<file path="src/rtl/video_timing_gen_if.sv">
// Pixel-domain bundle between the timing generator, its pixel source and the DAC pins.
interface video_timing_gen_if #(
  parameter int CW = 6
);
  logic [9:0]    fetch_h;
  logic [9:0]    fetch_v;
  logic          fetch_en;
  logic [CW-1:0] pix_r;
  logic [CW-1:0] pix_g;
  logic [CW-1:0] pix_b;
  logic          h_sync;
  logic          v_sync;
  logic          de;
  logic [CW-1:0] red;
  logic [CW-1:0] green;
  logic [CW-1:0] blue;
  logic          line_start;
  logic          frame_start;
  logic          vblank;

  modport master (
    output fetch_h, fetch_v, fetch_en,
    output h_sync, v_sync, de, red, green, blue,
    output line_start, frame_start, vblank,
    input  pix_r, pix_g, pix_b
  );

  modport slave (
    input  fetch_h, fetch_v, fetch_en,
    input  h_sync, v_sync, de, red, green, blue,
    input  line_start, frame_start, vblank,
    output pix_r, pix_g, pix_b
  );
endinterface

</file>
<file path="src/rtl/video_timing_gen.sv">
// Parametrised raster timing generator: fetch addressing, latency-matched sync/DE/colour, CPU strobes.
module video_timing_gen #(
  parameter int H_ACTIVE = 640,
  parameter int H_FP     = 16,
  parameter int H_SYNC   = 96,
  parameter int H_BP     = 48,
  parameter int V_ACTIVE = 480,
  parameter int V_FP     = 10,
  parameter int V_SYNC   = 2,
  parameter int V_BP     = 29,
  parameter int HS_POL   = 0,
  parameter int VS_POL   = 0,
  parameter int PIPE_LAT = 1,
  parameter int CW       = 6
) (
  input  logic              clk,
  input  logic              rst_n,
  video_timing_gen_if.master vid
);

  localparam int unsigned H_TOTAL = H_SYNC + H_BP + H_ACTIVE + H_FP;
  localparam int unsigned V_TOTAL = V_SYNC + V_BP + V_ACTIVE + V_FP;

  localparam logic [9:0]  H_LAST    = 10'(H_TOTAL - 1);
  localparam logic [9:0]  V_LAST    = 10'(V_TOTAL - 1);
  localparam logic [9:0]  H_ACT_BEG = 10'(H_SYNC + H_BP);
  localparam logic [9:0]  V_ACT_BEG = 10'(V_SYNC + V_BP);
  localparam logic [10:0] H_BEG_W   = 11'(H_SYNC + H_BP);
  localparam logic [10:0] H_END_W   = 11'(H_SYNC + H_BP + H_ACTIVE);
  localparam logic [10:0] V_BEG_W   = 11'(V_SYNC + V_BP);
  localparam logic [10:0] V_END_W   = 11'(V_SYNC + V_BP + V_ACTIVE);
  localparam logic [10:0] HS_END_W  = 11'(H_SYNC);
  localparam logic [10:0] VS_END_W  = 11'(V_SYNC);
  localparam logic        HS_ON     = (HS_POL != 0);
  localparam logic        VS_ON     = (VS_POL != 0);

  typedef struct packed {
    logic hs;
    logic vs;
    logic en;
  } tap_t;

  logic [9:0] hc_q, hc_d;
  logic [9:0] vc_q, vc_d;
  logic       h_act, v_act, hs_raw, vs_raw;

  logic [9:0] fetch_h_q, fetch_h_d;
  logic [9:0] fetch_v_q, fetch_v_d;
  tap_t       stage_f;
  tap_t [PIPE_LAT:0] pipe_q, pipe_d;
  tap_t       tail;

  logic          h_sync_q, h_sync_d;
  logic          v_sync_q, v_sync_d;
  logic          de_q;
  logic [CW-1:0] red_q, red_d;
  logic [CW-1:0] green_q, green_d;
  logic [CW-1:0] blue_q, blue_d;
  logic          line_start_q, line_start_d;
  logic          frame_start_q, frame_start_d;
  logic          vblank_q, vblank_d;

  always_comb begin
    hc_d = hc_q + 10'd1;
    vc_d = vc_q;
    if (hc_q == H_LAST) begin
      hc_d = '0;
      vc_d = (vc_q == V_LAST) ? '0 : vc_q + 10'd1;
    end
  end

  always_comb begin
    h_act  = ({1'b0, hc_q} >= H_BEG_W) && ({1'b0, hc_q} < H_END_W);
    v_act  = ({1'b0, vc_q} >= V_BEG_W) && ({1'b0, vc_q} < V_END_W);
    hs_raw = {1'b0, hc_q} < HS_END_W;
    vs_raw = {1'b0, vc_q} < VS_END_W;

    stage_f.hs = hs_raw;
    stage_f.vs = vs_raw;
    stage_f.en = h_act && v_act;
    fetch_h_d  = stage_f.en ? hc_q - H_ACT_BEG : '0;
    fetch_v_d  = stage_f.en ? vc_q - V_ACT_BEG : '0;

    line_start_d  = (hc_q == '0);
    frame_start_d = (hc_q == '0) && (vc_q == '0);
    vblank_d      = ~v_act;
  end

  // Slot 0 is stage F itself; the tail feeds the output register, giving PIPE_LAT+1 stages after F.
  if (PIPE_LAT == 0) begin : g_no_delay
    assign pipe_d = stage_f;
  end else begin : g_delay
    assign pipe_d = {pipe_q[PIPE_LAT-1:0], stage_f};
  end

  assign tail = pipe_q[PIPE_LAT];

  always_comb begin
    h_sync_d = tail.hs ? HS_ON : ~HS_ON;
    v_sync_d = tail.vs ? VS_ON : ~VS_ON;
    red_d    = tail.en ? vid.pix_r : '0;
    green_d  = tail.en ? vid.pix_g : '0;
    blue_d   = tail.en ? vid.pix_b : '0;
  end

  always_ff @(posedge clk or negedge rst_n) begin
    if (!rst_n) begin
      hc_q          <= '0;
      vc_q          <= '0;
      fetch_h_q     <= '0;
      fetch_v_q     <= '0;
      pipe_q        <= '0;
      h_sync_q      <= ~HS_ON;
      v_sync_q      <= ~VS_ON;
      de_q          <= 1'b0;
      red_q         <= '0;
      green_q       <= '0;
      blue_q        <= '0;
      line_start_q  <= 1'b0;
      frame_start_q <= 1'b0;
      vblank_q      <= 1'b0;
    end else begin
      hc_q          <= hc_d;
      vc_q          <= vc_d;
      fetch_h_q     <= fetch_h_d;
      fetch_v_q     <= fetch_v_d;
      pipe_q        <= pipe_d;
      h_sync_q      <= h_sync_d;
      v_sync_q      <= v_sync_d;
      de_q          <= tail.en;
      red_q         <= red_d;
      green_q       <= green_d;
      blue_q        <= blue_d;
      line_start_q  <= line_start_d;
      frame_start_q <= frame_start_d;
      vblank_q      <= vblank_d;
    end
  end

  assign vid.fetch_h     = fetch_h_q;
  assign vid.fetch_v     = fetch_v_q;
  assign vid.fetch_en    = pipe_q[0].en;
  assign vid.h_sync      = h_sync_q;
  assign vid.v_sync      = v_sync_q;
  assign vid.de          = de_q;
  assign vid.red         = red_q;
  assign vid.green       = green_q;
  assign vid.blue        = blue_q;
  assign vid.line_start  = line_start_q;
  assign vid.frame_start = frame_start_q;
  assign vid.vblank      = vblank_q;

endmodule

</file>
<file path="src/flat_wrapper.sv">
// flat-port wrapper written by rule: the top's interface ports become plain ports
module video_timing_gen_flat 
#(
  parameter int H_ACTIVE = 640,
  parameter int H_FP     = 16,
  parameter int H_SYNC   = 96,
  parameter int H_BP     = 48,
  parameter int V_ACTIVE = 480,
  parameter int V_FP     = 10,
  parameter int V_SYNC   = 2,
  parameter int V_BP     = 29,
  parameter int HS_POL   = 0,
  parameter int VS_POL   = 0,
  parameter int PIPE_LAT = 1,
  parameter int CW       = 6
)
  (clk, rst_n, vid_fetch_h, vid_fetch_v, vid_fetch_en, vid_h_sync, vid_v_sync, vid_de, vid_red, vid_green, vid_blue, vid_line_start, vid_frame_start, vid_vblank, vid_pix_r, vid_pix_g, vid_pix_b);
  video_timing_gen_if #(.CW(CW)) vid_i ();
  input  logic clk;
  input  logic rst_n;
  output wire logic [$bits(vid_i.fetch_h)-1:0] vid_fetch_h;
  output wire logic [$bits(vid_i.fetch_v)-1:0] vid_fetch_v;
  output wire logic [$bits(vid_i.fetch_en)-1:0] vid_fetch_en;
  output wire logic [$bits(vid_i.h_sync)-1:0] vid_h_sync;
  output wire logic [$bits(vid_i.v_sync)-1:0] vid_v_sync;
  output wire logic [$bits(vid_i.de)-1:0] vid_de;
  output wire logic [$bits(vid_i.red)-1:0] vid_red;
  output wire logic [$bits(vid_i.green)-1:0] vid_green;
  output wire logic [$bits(vid_i.blue)-1:0] vid_blue;
  output wire logic [$bits(vid_i.line_start)-1:0] vid_line_start;
  output wire logic [$bits(vid_i.frame_start)-1:0] vid_frame_start;
  output wire logic [$bits(vid_i.vblank)-1:0] vid_vblank;
  input wire logic [$bits(vid_i.pix_r)-1:0] vid_pix_r;
  input wire logic [$bits(vid_i.pix_g)-1:0] vid_pix_g;
  input wire logic [$bits(vid_i.pix_b)-1:0] vid_pix_b;
  assign vid_fetch_h = vid_i.fetch_h;
  assign vid_fetch_v = vid_i.fetch_v;
  assign vid_fetch_en = vid_i.fetch_en;
  assign vid_h_sync = vid_i.h_sync;
  assign vid_v_sync = vid_i.v_sync;
  assign vid_de = vid_i.de;
  assign vid_red = vid_i.red;
  assign vid_green = vid_i.green;
  assign vid_blue = vid_i.blue;
  assign vid_line_start = vid_i.line_start;
  assign vid_frame_start = vid_i.frame_start;
  assign vid_vblank = vid_i.vblank;
  assign vid_i.pix_r = vid_pix_r;
  assign vid_i.pix_g = vid_pix_g;
  assign vid_i.pix_b = vid_pix_b;
  video_timing_gen #(.H_ACTIVE(H_ACTIVE), .H_FP(H_FP), .H_SYNC(H_SYNC), .H_BP(H_BP), .V_ACTIVE(V_ACTIVE), .V_FP(V_FP), .V_SYNC(V_SYNC), .V_BP(V_BP), .HS_POL(HS_POL), .VS_POL(VS_POL), .PIPE_LAT(PIPE_LAT), .CW(CW)) u_core (.clk(clk), .rst_n(rst_n), .vid(vid_i));
endmodule
</file>
<file path="config.mk">
export PLATFORM = sky130hd
export DESIGN_NAME = video_timing_gen_flat
export DESIGN_NICKNAME = d
export VERILOG_FILES = /design/src/rtl/video_timing_gen_if.sv /design/src/rtl/video_timing_gen.sv /design/src/flat_wrapper.sv
export SDC_FILE = /design/constraint.sdc
export NUM_CORES = 1
export LEC_CHECK = 0
export BUFFER_PORTS_ARGS = -buffer_cell sky130_fd_sc_hd__buf_2
export CAP_MARGIN = 20
export CORE_UTILIZATION = 41
export DETAILED_ROUTE_END_ITERATION = 12
export MAX_ROUTING_LAYER = met4
export SYNTH_ARGS = -nofsm -noshare
export SYNTH_HDL_FRONTEND = slang
export SYNTH_SLANG_ARGS = --single-unit
export TNS_END_PERCENT = 5
</file>
<file path="constraint.sdc">
create_clock -name clk -period 2.65 [get_ports clk]
set_input_delay 0.3975 -clock clk [delete_from_list [all_inputs] [get_ports clk]]
set_output_delay 0.3975 -clock clk [all_outputs]
set_load 0.02 [all_outputs]
</file>
==> results of run 1 <==
[through the flow]
step	instances	hold WS (ps)
final	397	71.1
after global routing	397	98.9
after CTS	397	72.4
after detailed placement	381	340
after global placement	381	332
after floorplan	247	102
[state kept, by name, summed over array words and instances (netlist names)]
signal / cells
u_core.hc_q: 10
u_core.vc_q: 10
u_core.vid.fetch_h: 10
u_core.vid.fetch_v: 10
u_core.vid.blue: 6
u_core.vid.green: 6
u_core.vid.red: 6
u_core.pipe_q: 3
u_core.pipe_d: 2
u_core.vid.de: 1
u_core.vid.fetch_en: 1
u_core.vid.frame_start: 1
u_core.vid.h_sync: 1
u_core.vid.line_start: 1
u_core.vid.v_sync: 1
u_core.vid.vblank: 1
[routing by layer]
layer | global-route usage (%) | routed length [µm]
met1 | 22.1 | 2710
met2 | 24.7 | 2280
met3 | 5.35 | 378
met4 | 8.18 | 79
met5 | - | 0
[worst paths after layout]
kind | end | slack [ps] | depth (start not counted)
setup / recovery | u_core.vid.fetch_h[7] | 250 | 6
hold / removal | u_core.hc_q[0] | 70 | 2
setup reg to reg | u_core.vid.fetch_h[7] | 250 | 6
hold reg to reg | u_core.vid.h_sync | 350 | 1
max in group asynchronous | u_core.vid.v_sync | 2250 | 2
min in group clk | u_core.vid.red[2] | 270 | 2
[report_power, final]
part | internal (mW) | switching, mW
logic | 0.0127 | 0.0232
registers | 1.07 | 0
clock network | 0.460 | 0.390
[critical path: stages (launching register included)]
cell	delay (ps)
dfrtp_1	450
inv_1	130
ha_1	210
or3b_1	360
a31o_2	260
a311o_1	600
nor3_1	290
[logic make-up (layout without fill, tap and decap cells)]
family	Yosys count	after routing
adder cells (fa/ha/maj)	8	8
buffers and inverters	27	100
multiplexers	1	1
flip-flops	70	70
AND/OR/NAND/NOR	101	101
AO/OA/AOI/OAI	25	25
XOR/XNOR	15	15
[area by class of cell]
class / count / area (µm²) / share of cell area [%]
Timing Repair Buffer: 69 / 370 / 10.7
Clock buffer: 11 / 141 / 4.10
Clock inverter: 5 / 58.8 / 1.70
Multi-Input combinational cell: 150 / 972 / 28.2
Inverter: 15 / 56.3 / 1.63
Tap cell: 77 / 96.3 / 2.79
Sequential cell: 70 / 1750 / 50.9
[cells in the final DEF, fill, tap and decap left out, types with 2 or more instances in the layout]
cell type | Yosys | final
o2bb2ai_1 | 2 | 2
inv_1 | 15 | 15
nand3_1 | 8 | 8
clkinvlp_4 | 0 | 2
xor2_1 | 6 | 6
or3_1 | 2 | 2
xnor2_1 | 9 | 9
ha_1 | 8 | 8
buf_2 | 7 | 64
or4_4 | 2 | 2
and4_1 | 3 | 3
dfstp_2 | 2 | 2
and2_1 | 20 | 20
nand4_1 | 2 | 2
o21ai_0 | 6 | 6
a21o_1 | 2 | 2
nor3_1 | 9 | 9
a21oi_1 | 2 | 2
dfrtp_1 | 68 | 68
clkbuf_8 | 0 | 10
nand2_1 | 10 | 10
buf_4 | 0 | 4
o21ai_1 | 2 | 2
and3_1 | 4 | 4
nor4_1 | 3 | 3
nor2_1 | 26 | 26
nand2b_1 | 4 | 4
a311o_1 | 2 | 2
==> metrics.md, run 1 <==
| Metric | Value |
|---|---|
| Worst slack, placed | 268 ps |
| Die area | 7270 µm² |
| Via/cell ratio | 4.88 |
| Gp weighted congestion | 0.785 |
| Placement Rows | 29 |
| Root Buffer | clkbuf_8 |
| Synth-to-Final Area Change | 21.3% |
| Critical path endpoint category | flop |
| Filler Cells Inserted | 578 |
| Hold Crit Class | in -> async |
| Minimum clock period | between 2000 and 2500 ps |
| Cell area after layout | 3450 µm² |
| Async S/R FF share, synth | 100% |
| Total power | 1.95 mW |
| Post-Synth Simple-Gate Area | 19.5% |
| CTS tree | built |
| CTS buffer count | 9 |
| Tcrit/Tclk final | 90.5% |
| Critical Path Start Type | flop |
| Die height | 85.3 µm |
| Synth Cell Area | 2840 µm² |
| Max_cap viols | 0 |
| DR vias | 1,939 |
| Finish-stage setup viols | 0 |
| I/O Pins | between 60 and 70 |
| Final count of pins violating max slew | 0 |
| Most instantiated library cell after synthesis | dfrtp_1 |
| I/O Buffers | 64 |
| Clock-pin slew on the worst setup and hold paths | about 70 ps |
| Cts hold-fix bufs | 0 |
| Htree depth | 3 |
| Share of cells above drive strength 1 | 29.4% |
| DPL Wire Length | about 3.6 mm |
| Worst-Margin Slew | 849 ps |
| Leakage | 1.81 nW |
| Longest Clk Path Bufs | 2 |
| RSZ-0062 raised after global routing | no |
| Share of the synthesized area in the top cell type | 59.8% |
| Seq cells post-synth | 70 |
| Unique cell type count in the Yosys netlist | 46 |
| Top post-synthesis cells by area | dfrtp_1 (60%), and2_1 (4.4%), ha_1 (3.5%), nor2_1 (3.4%), xnor2_1 (2.8%) |
| Synth area leader | dfrtp_1 |
| Maximum vdd drop | 0.232 mV |
| Worst path required time | 2900 ps |
| Worst r2r src | u_core.hc_q[5] |
| WP data arrival | between 2000 and 3000 ps |
| Post-CTS setup buffer count | 0 |
| DRT Pass-1 Iters | 4 |
| Ys Warns | 0 |
| Combinational family with the most area after synthesis | simple AND/OR/NAND/NOR gates |
| Nets@finish | 343 |
| Slew HR | 43.4% |
| First-pass GRT wire length | 9.21 mm |
| Setup TNS | 0 ps |
| Fin. Hold Viols | 0 |
| Syn_nets | 275 |
| GRT Util Overall | between 10% and 20% |
| Max Fclk | 417 MHz |
| Clock Latency Late Sink | 340 ps |
| Routed Antenna Nets | 0 |
| Register area share after synthesis | 61.7% |
| Post-Synthesis Cells | 247 |
| Sink Count | 70 |
| Initial Util | 43.5% |
| Antenna violations before repair | 0 |
| Post-synth EDFFs | 0 |
| Mux cell area share after synthesis | less than 1% |
| Worst Setup SP | u_core.hc_q[5] |
| Wire per inst | 13.7 µm |
| Final WL | 5.45 mm |
| # resized after CTS | 0 |
| Vias in the first global route | 1,951 |
| Crit-path max FO | 20 |
| Top FF cell, synth | dfrtp_1 |
| Post-layout util | 52.8% |
| ANT cells | 0 |
| Core area | 6530 µm² |
| Largest net degree at the start of global routing | 71 |
| Syn_area_per_cell | 11.5 µm² |
| DR DRC count | 0 |
| Synth Area in Compound Gates | 6.16% |
| Global route total overflow | 0 |
| Pwr/cell area | 567 nW/µm² |
| Crit Path Class | reg -> reg |
| XOR/XNOR Fraction of Synth Area | 4.62% |
| Ranking of synthesized cells by instance count | dfrtp_1 (68), nor2_1 (26), and2_1 (20), inv_1 (15), nand2_1 (10) |
| Final worst slack | 252 ps |
| Clock skew | 7.41 ps |
| DP Area | approximately 3200 µm² |
| Die width | 85.3 µm |
| Adder-Cell Fraction of Synth Area | 3.52% |
| Status | finished, final reports clean |
| Number of DRC markers in iteration 0 | 42 |
(Power assumes the default switching activity.)
==> run 2: changes to the inputs <==
--- a/config.mk
+++ b/config.mk
@@ -7,9 +7,12 @@
 export LEC_CHECK = 0
 export BUFFER_PORTS_ARGS = -buffer_cell sky130_fd_sc_hd__buf_2
 export CAP_MARGIN = 20
+export CELL_PAD_IN_SITES_DETAIL_PLACEMENT = 1
+export CELL_PAD_IN_SITES_GLOBAL_PLACEMENT = 1
 export CORE_UTILIZATION = 41
 export DETAILED_ROUTE_END_ITERATION = 12
 export MAX_ROUTING_LAYER = met4
+export PLACE_DENSITY_LB_ADDON = 0.1
 export SYNTH_ARGS = -nofsm -noshare
 export SYNTH_HDL_FRONTEND = slang
 export SYNTH_SLANG_ARGS = --single-unit
==> metrics.md, run 2 (synthesized netlist as in run 1, its figures left out) <==
| Metric | Value |
|---|---|
| GRT Util Overall | 19.3% |
| DR vias | 2,023 |
| Crit path cell chain | inv_1, ha_1, or3b_1, a31o_2, a311o_1, buf_4, nor3_1 |
| Largest net degree at the start of global routing | 47 |
| CTS buffer count | 9 |
| Clock Latency Late Sink | roughly 350 ps |
| Root Buffer | clkbuf_8 |
| Most frequent cells in the layout | dfrtp_1 (68), buf_2 (64), nor2_1 (26), and2_1 (20), inv_1 (15) |
| Critical path endpoint category | flop |
| Crit Path Class | reg -> reg |
| Finish-stage setup viols | 0 |
| Htree depth | 3 |
| Clock skew | 9.24 ps |
| # resized after CTS | 0 |
| # placed instances | around 380 |
| Worst path depth | 7 |
| Synth-to-Final Area Change | 22.8% |
| R2R Setup Slk | ~400 ps |
| Gp weighted congestion | 0.761 |
| Worst path required time | 2910 ps |
| Max_cap viols | 0 |
| Largest delay contributor family on the critical path | compound AO/OA/AOI/OAI gates |
| Cts hold-fix bufs | 0 |
| CTS tree | built |
| I/O Pins | between 60 and 70 |
| Placement Rows | 29 |
| First-pass GRT wire length | 10.2 mm |
| DR DRC count | 0 |
| Final WL | 6.04 mm |
| Max Fclk | 445 MHz |
| Slowest Stage Delay on Critical Path | between 400 and 500 ps |
| Post-CTS setup buffer count | 0 |
| RSZ-0062 raised after global routing | no |
| Slew HR | 59.9% |
| Fin. Hold Viols | 0 |
| DPL Wire Length | around 4.1 mm |
| Hold_ws | 54.4 ps |
| Initial Util | 43.5% |
| Leakage | 1.83 nW |
| Antenna violations before repair | 0 |
| CP max stage cell | dfrtp_1 |
| Hold Crit Class | in -> async |
| Die width | 85.3 µm |
| Tcrit/Tclk final | 84.9% |
| Minimum clock period | roughly 2200 ps |
| Wire per inst | around 15 µm |
| Maximum vdd drop | 0.249 mV |
| R2R depth | 7 |
| Buf/Inv on CP | 2 |
| Crit-path max FO | 20 |
| Die height | 85.3 µm |
| Nets@finish | 344 |
| Pwr/cell area | 609 nW/µm² |
| Die area | 7270 µm² |
| Filler Cells Inserted | 739 |
| Worst-Margin Slew | 597 ps |
| DRT Pass-1 Iters | 4 |
| Vias in the first global route | 2,028 |
| I/O Buffers | 64 |
| Clock-pin slew on the worst setup and hold paths | 80 ps |
| Share of cells above drive strength 1 | between 20% and 30% |
| Final count of pins violating max slew | 0 |
| WP data arrival | 2510 ps |
| Number of DRC markers in iteration 0 | 56 |
| Longest Clk Path Bufs | 2 |
| Via/cell ratio | 5.10 |
| Worst r2r src | u_core.hc_q[5] |
| Total power | 2.12 mW |
| Worst Setup SP | u_core.hc_q[5] |
| Reg2reg end | u_core.vid.fetch_h[7] |
| Commonest non-fill, non-tap cell in the layout | dfrtp_1 |
| Setup TNS | 0 ps |
| Sink Count | 70 |
| Non-filler cells, final | around 400 |
| Status | finished, final reports clean |
| Global route total overflow | 0 |
| ANT cells | 0 |
| Core area | 6530 µm² |
| Routed Antenna Nets | 0 |
| Critical Path Start Type | flop |
run 2: final cells by class:
type	count	area, µm²	share of cell area (%)
Sequential cell	70	1750	50.2
Multi-Input combinational cell	150	972	27.8
Timing Repair Buffer	70	378	10.8
Clock buffer	9	124	3.55
Clock inverter	6	111	3.19
Tap cell	77	96.3	2.76
Inverter	15	56.3	1.61
run 2: through the flow:
step,cell area (µm²),util (%),setup slack [ps]
6_report,3490,53.5,401
5_1_grt,3490,53.5,271
4_1_cts,3490,53.5,393
3_5_place_dp,3260,49.9,447
3_3_place_gp,3260,49.9,522
2_1_floorplan,2840,-,620
run 2: worst max path at each step:
stage,slack (ps),endpoint
after floorplan,620,u_core.vid.fetch_h[7]
after global placement,520,u_core.vid.fetch_h[7]
after detailed placement,450,u_core.vid.fetch_h[7]
after CTS,390,u_core.vid.fetch_h[7]
after global routing,270,u_core.vid.fetch_h[7]
final,400,u_core.vid.fetch_h[7]
run 2: worst reg2reg max path: stages (launching register included):
cell and delay [ps]:
dfrtp_1 450, inv_1 130, ha_1 220, or3b_1 350
a31o_2 260, a311o_1 320, buf_4 220, nor3_1 220
run 2: per-layer routing:
metal / global-route usage [%] / wire [µm] / share of wire [%] / vias up
li1: - / - / - / 958
met1: 25.3 / 2920 / 48 / 999
met2: 28.1 / 2700 / 45 / 60
met3: 4.38 / 330 / 5.5 / 6
met4: 10.0 / 85 / 1.4 / 0
met5: - / 0 / 0 / -
run 2: power breakdown:
part | total (mW) | internal, mW | switching [mW]
clock network | 1.02 | 0.619 | 0.402
registers | 1.07 | 1.07 | 0
logic | 0.0360 | 0.0125 | 0.0234
total | 2.12 | 1.70 | 0.425
==> run 3: changes to the inputs <==
--- a/config.mk
+++ b/config.mk
@@ -5,11 +5,12 @@
 export SDC_FILE = /design/constraint.sdc
 export NUM_CORES = 1
 export LEC_CHECK = 0
+export ABC_AREA = 1
 export BUFFER_PORTS_ARGS = -buffer_cell sky130_fd_sc_hd__buf_2
 export CAP_MARGIN = 20
 export CELL_PAD_IN_SITES_DETAIL_PLACEMENT = 1
 export CELL_PAD_IN_SITES_GLOBAL_PLACEMENT = 1
-export CORE_UTILIZATION = 41
+export CORE_UTILIZATION = 37
 export DETAILED_ROUTE_END_ITERATION = 12
 export MAX_ROUTING_LAYER = met4
 export PLACE_DENSITY_LB_ADDON = 0.1
==> constraint.sdc (replaced) <==
create_clock -name clk -period 2 [get_ports clk]
set_input_delay 0.3 -clock clk [delete_from_list [all_inputs] [get_ports clk]]
set_output_delay 0.3 -clock clk [all_outputs]
set_load 0.02 [all_outputs]
==> metrics.md, run 3 <==
| Metric | Value |
|---|---|
| Finish-stage setup viols | 0 |
| Placement Rows | 33 |
| Combinational share of power | 2.1% |
| Internal power | 2.05 mW |
| WL met2 | around 2.9 mm |
| Syn_area_per_cell | around 9.8 µm² |
| Root Buffer | clkbuf_8 |
| Crit-path max FO | 21 |
| Antenna violations before repair | 0 |
| Seq cells post-synth | 70 |
| Pwr/cell area | 703 nW/µm² |
| Met3 routed WL | roughly 340 µm |
| Number of DRC markers in iteration 0 | 40 |
| DR DRC count | 0 |
| Die height | roughly 94 µm |
| Critical path endpoint category | flop |
| Share of cells above drive strength 1 | between 30 and 40% |
| First-pass GRT wire length | 10.8 mm |
| FF+latch area | 1750 µm² |
| CTS tree | built |
| Leakage | approximately 2.1 nW |
| Final count of pins violating max slew | 0 |
| Synth Cell Area | 3140 µm² |
| WP data arrival | 2030 ps |
| CP max stage cell | dfrtp_1 |
| ANT cells | 0 |
| Nets@finish | about 420 |
| Via/cell ratio | 4.47 |
| Top Metal Used | met4 |
| Most frequent cells in the layout | dfrtp_1 (68), buf_2 (64), nand2_1 (57), inv_1 (50), nor2_1 (25) |
| Worst-Margin Slew | 554 ps |
| Crit Path Class | reg -> reg |
| Slew HR | 63.1% |
| Filler Cells Inserted | slightly below 1k |
| Status | finished, final reports clean |
| Max Fclk | 564 MHz |
| Post-CTS setup buffer count | 0 |
| Global route total overflow | 0 |
| DR vias | between 2k and 2.5k |
| Initial Util | 38.2% |
| Switching share of power | 22.2% |
| DPL Wire Length | ~4.8 mm |
| DP Area | 3520 µm² |
| Maximum vdd drop | 0.345 mV |
| CTS buffer count | 9 |
| Clock Latency Late Sink | 340 ps |
| Minimum clock period | roughly 1800 ps |
| Top FF cell, synth | dfrtp_1 |
| Synth-to-Final Area Change | 19.6% |
| Die width | 94.1 µm |
| Sw Pwr | slightly below 600 µW |
| Worst path required time | 2260 ps |
| Synth area leader | dfrtp_1 |
| Routed Antenna Nets | 0 |
| Buf/Inv on CP | 1 |
| Slowest Stage Delay on Critical Path | about 500 ps |
| Gp weighted congestion | between 0.8 and 0.9 |
| Vias in the first global route | 2,174 |
| Area occupied by multi-input gates | between 1000 and 1500 µm² |
| Post-synth EDFFs | 0 |
| Post-Synthesis Cells | between 300 and 400 |
| I/O Pins | 65 |
| Largest net degree at the start of global routing | 29 |
| Share of the synthesized area in the top cell type | 54.3% |
| Setup TNS | 0 ps |
| Wire per inst | around 13 µm |
| Max_cap viols | 0 |
| RSZ-0062 raised after global routing | no |
| GRT Util Overall | between 10% and 20% |
| Unique cell type count in the Yosys netlist | 32 |
| Register area share after synthesis | between 50 and 60% |
| Crit path cell chain | inv_1, ha_1, nand2_4, nand2_2, nand2_2, nor2_1, nor2_2, nand2_8, nor2_1 |
| Final WL | 6.54 mm |
| Ys Warns | 0 |
| Async S/R FF share, synth | 100% |
| Longest Clk Path Bufs | 2 |
| Htree depth | 3 |
| Core area | 8220 µm² |
| Syn_nets | 348 |
| Clock-pin slew on the worst setup and hold paths | 80 ps |
| Most instantiated library cell after synthesis | dfrtp_1 |
| Top post-synthesis cells by area | dfrtp_1 (54%), nand2_1 (6.8%), inv_1 (6.0%), nor2_2 (4.6%), ha_1 (3.2%) |
| Commonest non-fill, non-tap cell in the layout | dfrtp_1 |
| Die area | 8850 µm² |
| Sink Count | 70 |
| M1 WL | 3.19 mm |
| DRT Pass-1 Iters | 4 |
| Tcrit/Tclk final | 88.6% |
| Clock power share | 44.2% |
| Fin. Hold Viols | 0 |
| Critical Path Start Type | flop |
| Cell area after layout | 3750 µm² |
| Largest delay contributor family on the critical path | simple AND/OR/NAND/NOR gates |
| Ranking of synthesized cells by instance count | dfrtp_1 (68), nand2_1 (57), inv_1 (50), nor2_1 (25), nor2_2 (23) |
| Clock skew | 12.6 ps |
| I/O Buffers | 64 |
| Reg power frac | 53.6% |
| Hold Crit Class | in -> reg |
[run 3: cell count changes after synthesis, sizes merged, moves of 4 or more]
cell,before,now
nand2,11,66
nand2b,4,0
inv,15,55
xnor2,9,2
nor3,9,4
and3,4,0
and2,20,0
nor2,26,53
nand3,9,18
[run 3: through the flow]
stage / setup WS [ps] / total power [mW] / hold WS [ps] / cells / util (%)
2_1_floorplan: 492 / 1.44 / 4.41 / 320 / -
3_3_place_gp: 251 / 1.50 / 312 / 482 / 42.9
4_1_cts: 172 / 2.68 / 128 / 499 / 45.5
5_1_grt: 28.4 / 2.75 / 135 / 499 / 45.6
6_report: 228 / 2.64 / 144 / 499 / 45.6
3_5_place_dp: 193 / 1.50 / 319 / 482 / 42.9
[run 3: final timing paths]
path                                  startpoint  depth (start not counted)  slack [ps]                     to
worst max register to register    u_core.hc_q[4]                          9         230  u_core.vid.fetch_v[9]
max in group asynchronous                  rst_n                          3         940      u_core.vid.h_sync
worst max-delay path              u_core.hc_q[4]                          9         230  u_core.vid.fetch_v[9]
worst min register to register  u_core.pipe_q[5]                          1         360      u_core.vid.h_sync
min in group asynchronous                  rst_n                          2         470     u_core.vid.blue[2]
worst min-delay path                vid_pix_b[4]                          3         140     u_core.vid.blue[4]
[run 3: final cells by class]
| type | count | area share [%] |
|---|---|---|
| inverter | 55 | 5.64 |
| clock buffer | 10 | 3.67 |
| tap | 105 | 3.50 |
| sequential | 70 | 46.8 |
| clock inverter | 6 | 1.87 |
| multi-input combinational | 185 | 28.4 |
| timing repair buffer | 68 | 10.1 |
[run 3: layer usage]
| layer | track usage (%) | up-vias |
|---|---|---|
| met4 | 8.21 | 0 |
| met3 | 4.21 | 10 |
| met1 | 21.8 | 1061 |
| met2 | 24.5 | 55 |
| li1 | - | 1103 |
| met5 | - | - |
[run 3: what timing repair did]
| action | CTS | global route |
|---|---|---|
| setup endpoints to repair | 0 | 1 |
| gates resized for setup | 0 | 1 |
| hold buffers | 1 | 0 |
| endpoints found under the hold margin | 19 | 0 |
[run 3: power groups by stage]
stage / sequential (mW) / clock (mW) / combinational, mW
floorplan: 1.44 / 0 / 0.000000545
finish: 1.41 / 1.17 / 0.0559
global route: 1.41 / 1.27 / 0.0649
global placement: 1.44 / 0 / 0.0570
detailed placement: 1.44 / 0 / 0.0571
CTS: 1.41 / 1.21 / 0.0592
[run 3: logic make-up (layout without fill, tap and decap cells)]
family,count (synthesis),after routing,synth area share [%]
compound gates,17,17,2.79
xor+xnor,11,11,3.07
fa+ha+maj,8,8,3.19
buf+inv,65,139,10.3
flops,70,70,55.9
simple gates,149,149,24.7
[run 3: worst register-to-register path: stages (launching register included)]
cell and delay, ps:
dfrtp_1 500, inv_1 130, ha_1 280, nand2_4 90
nand2_2 60, nand2_2 60, nor2_1 50, nor2_2 190
nand2_8 190, nor2_1 150
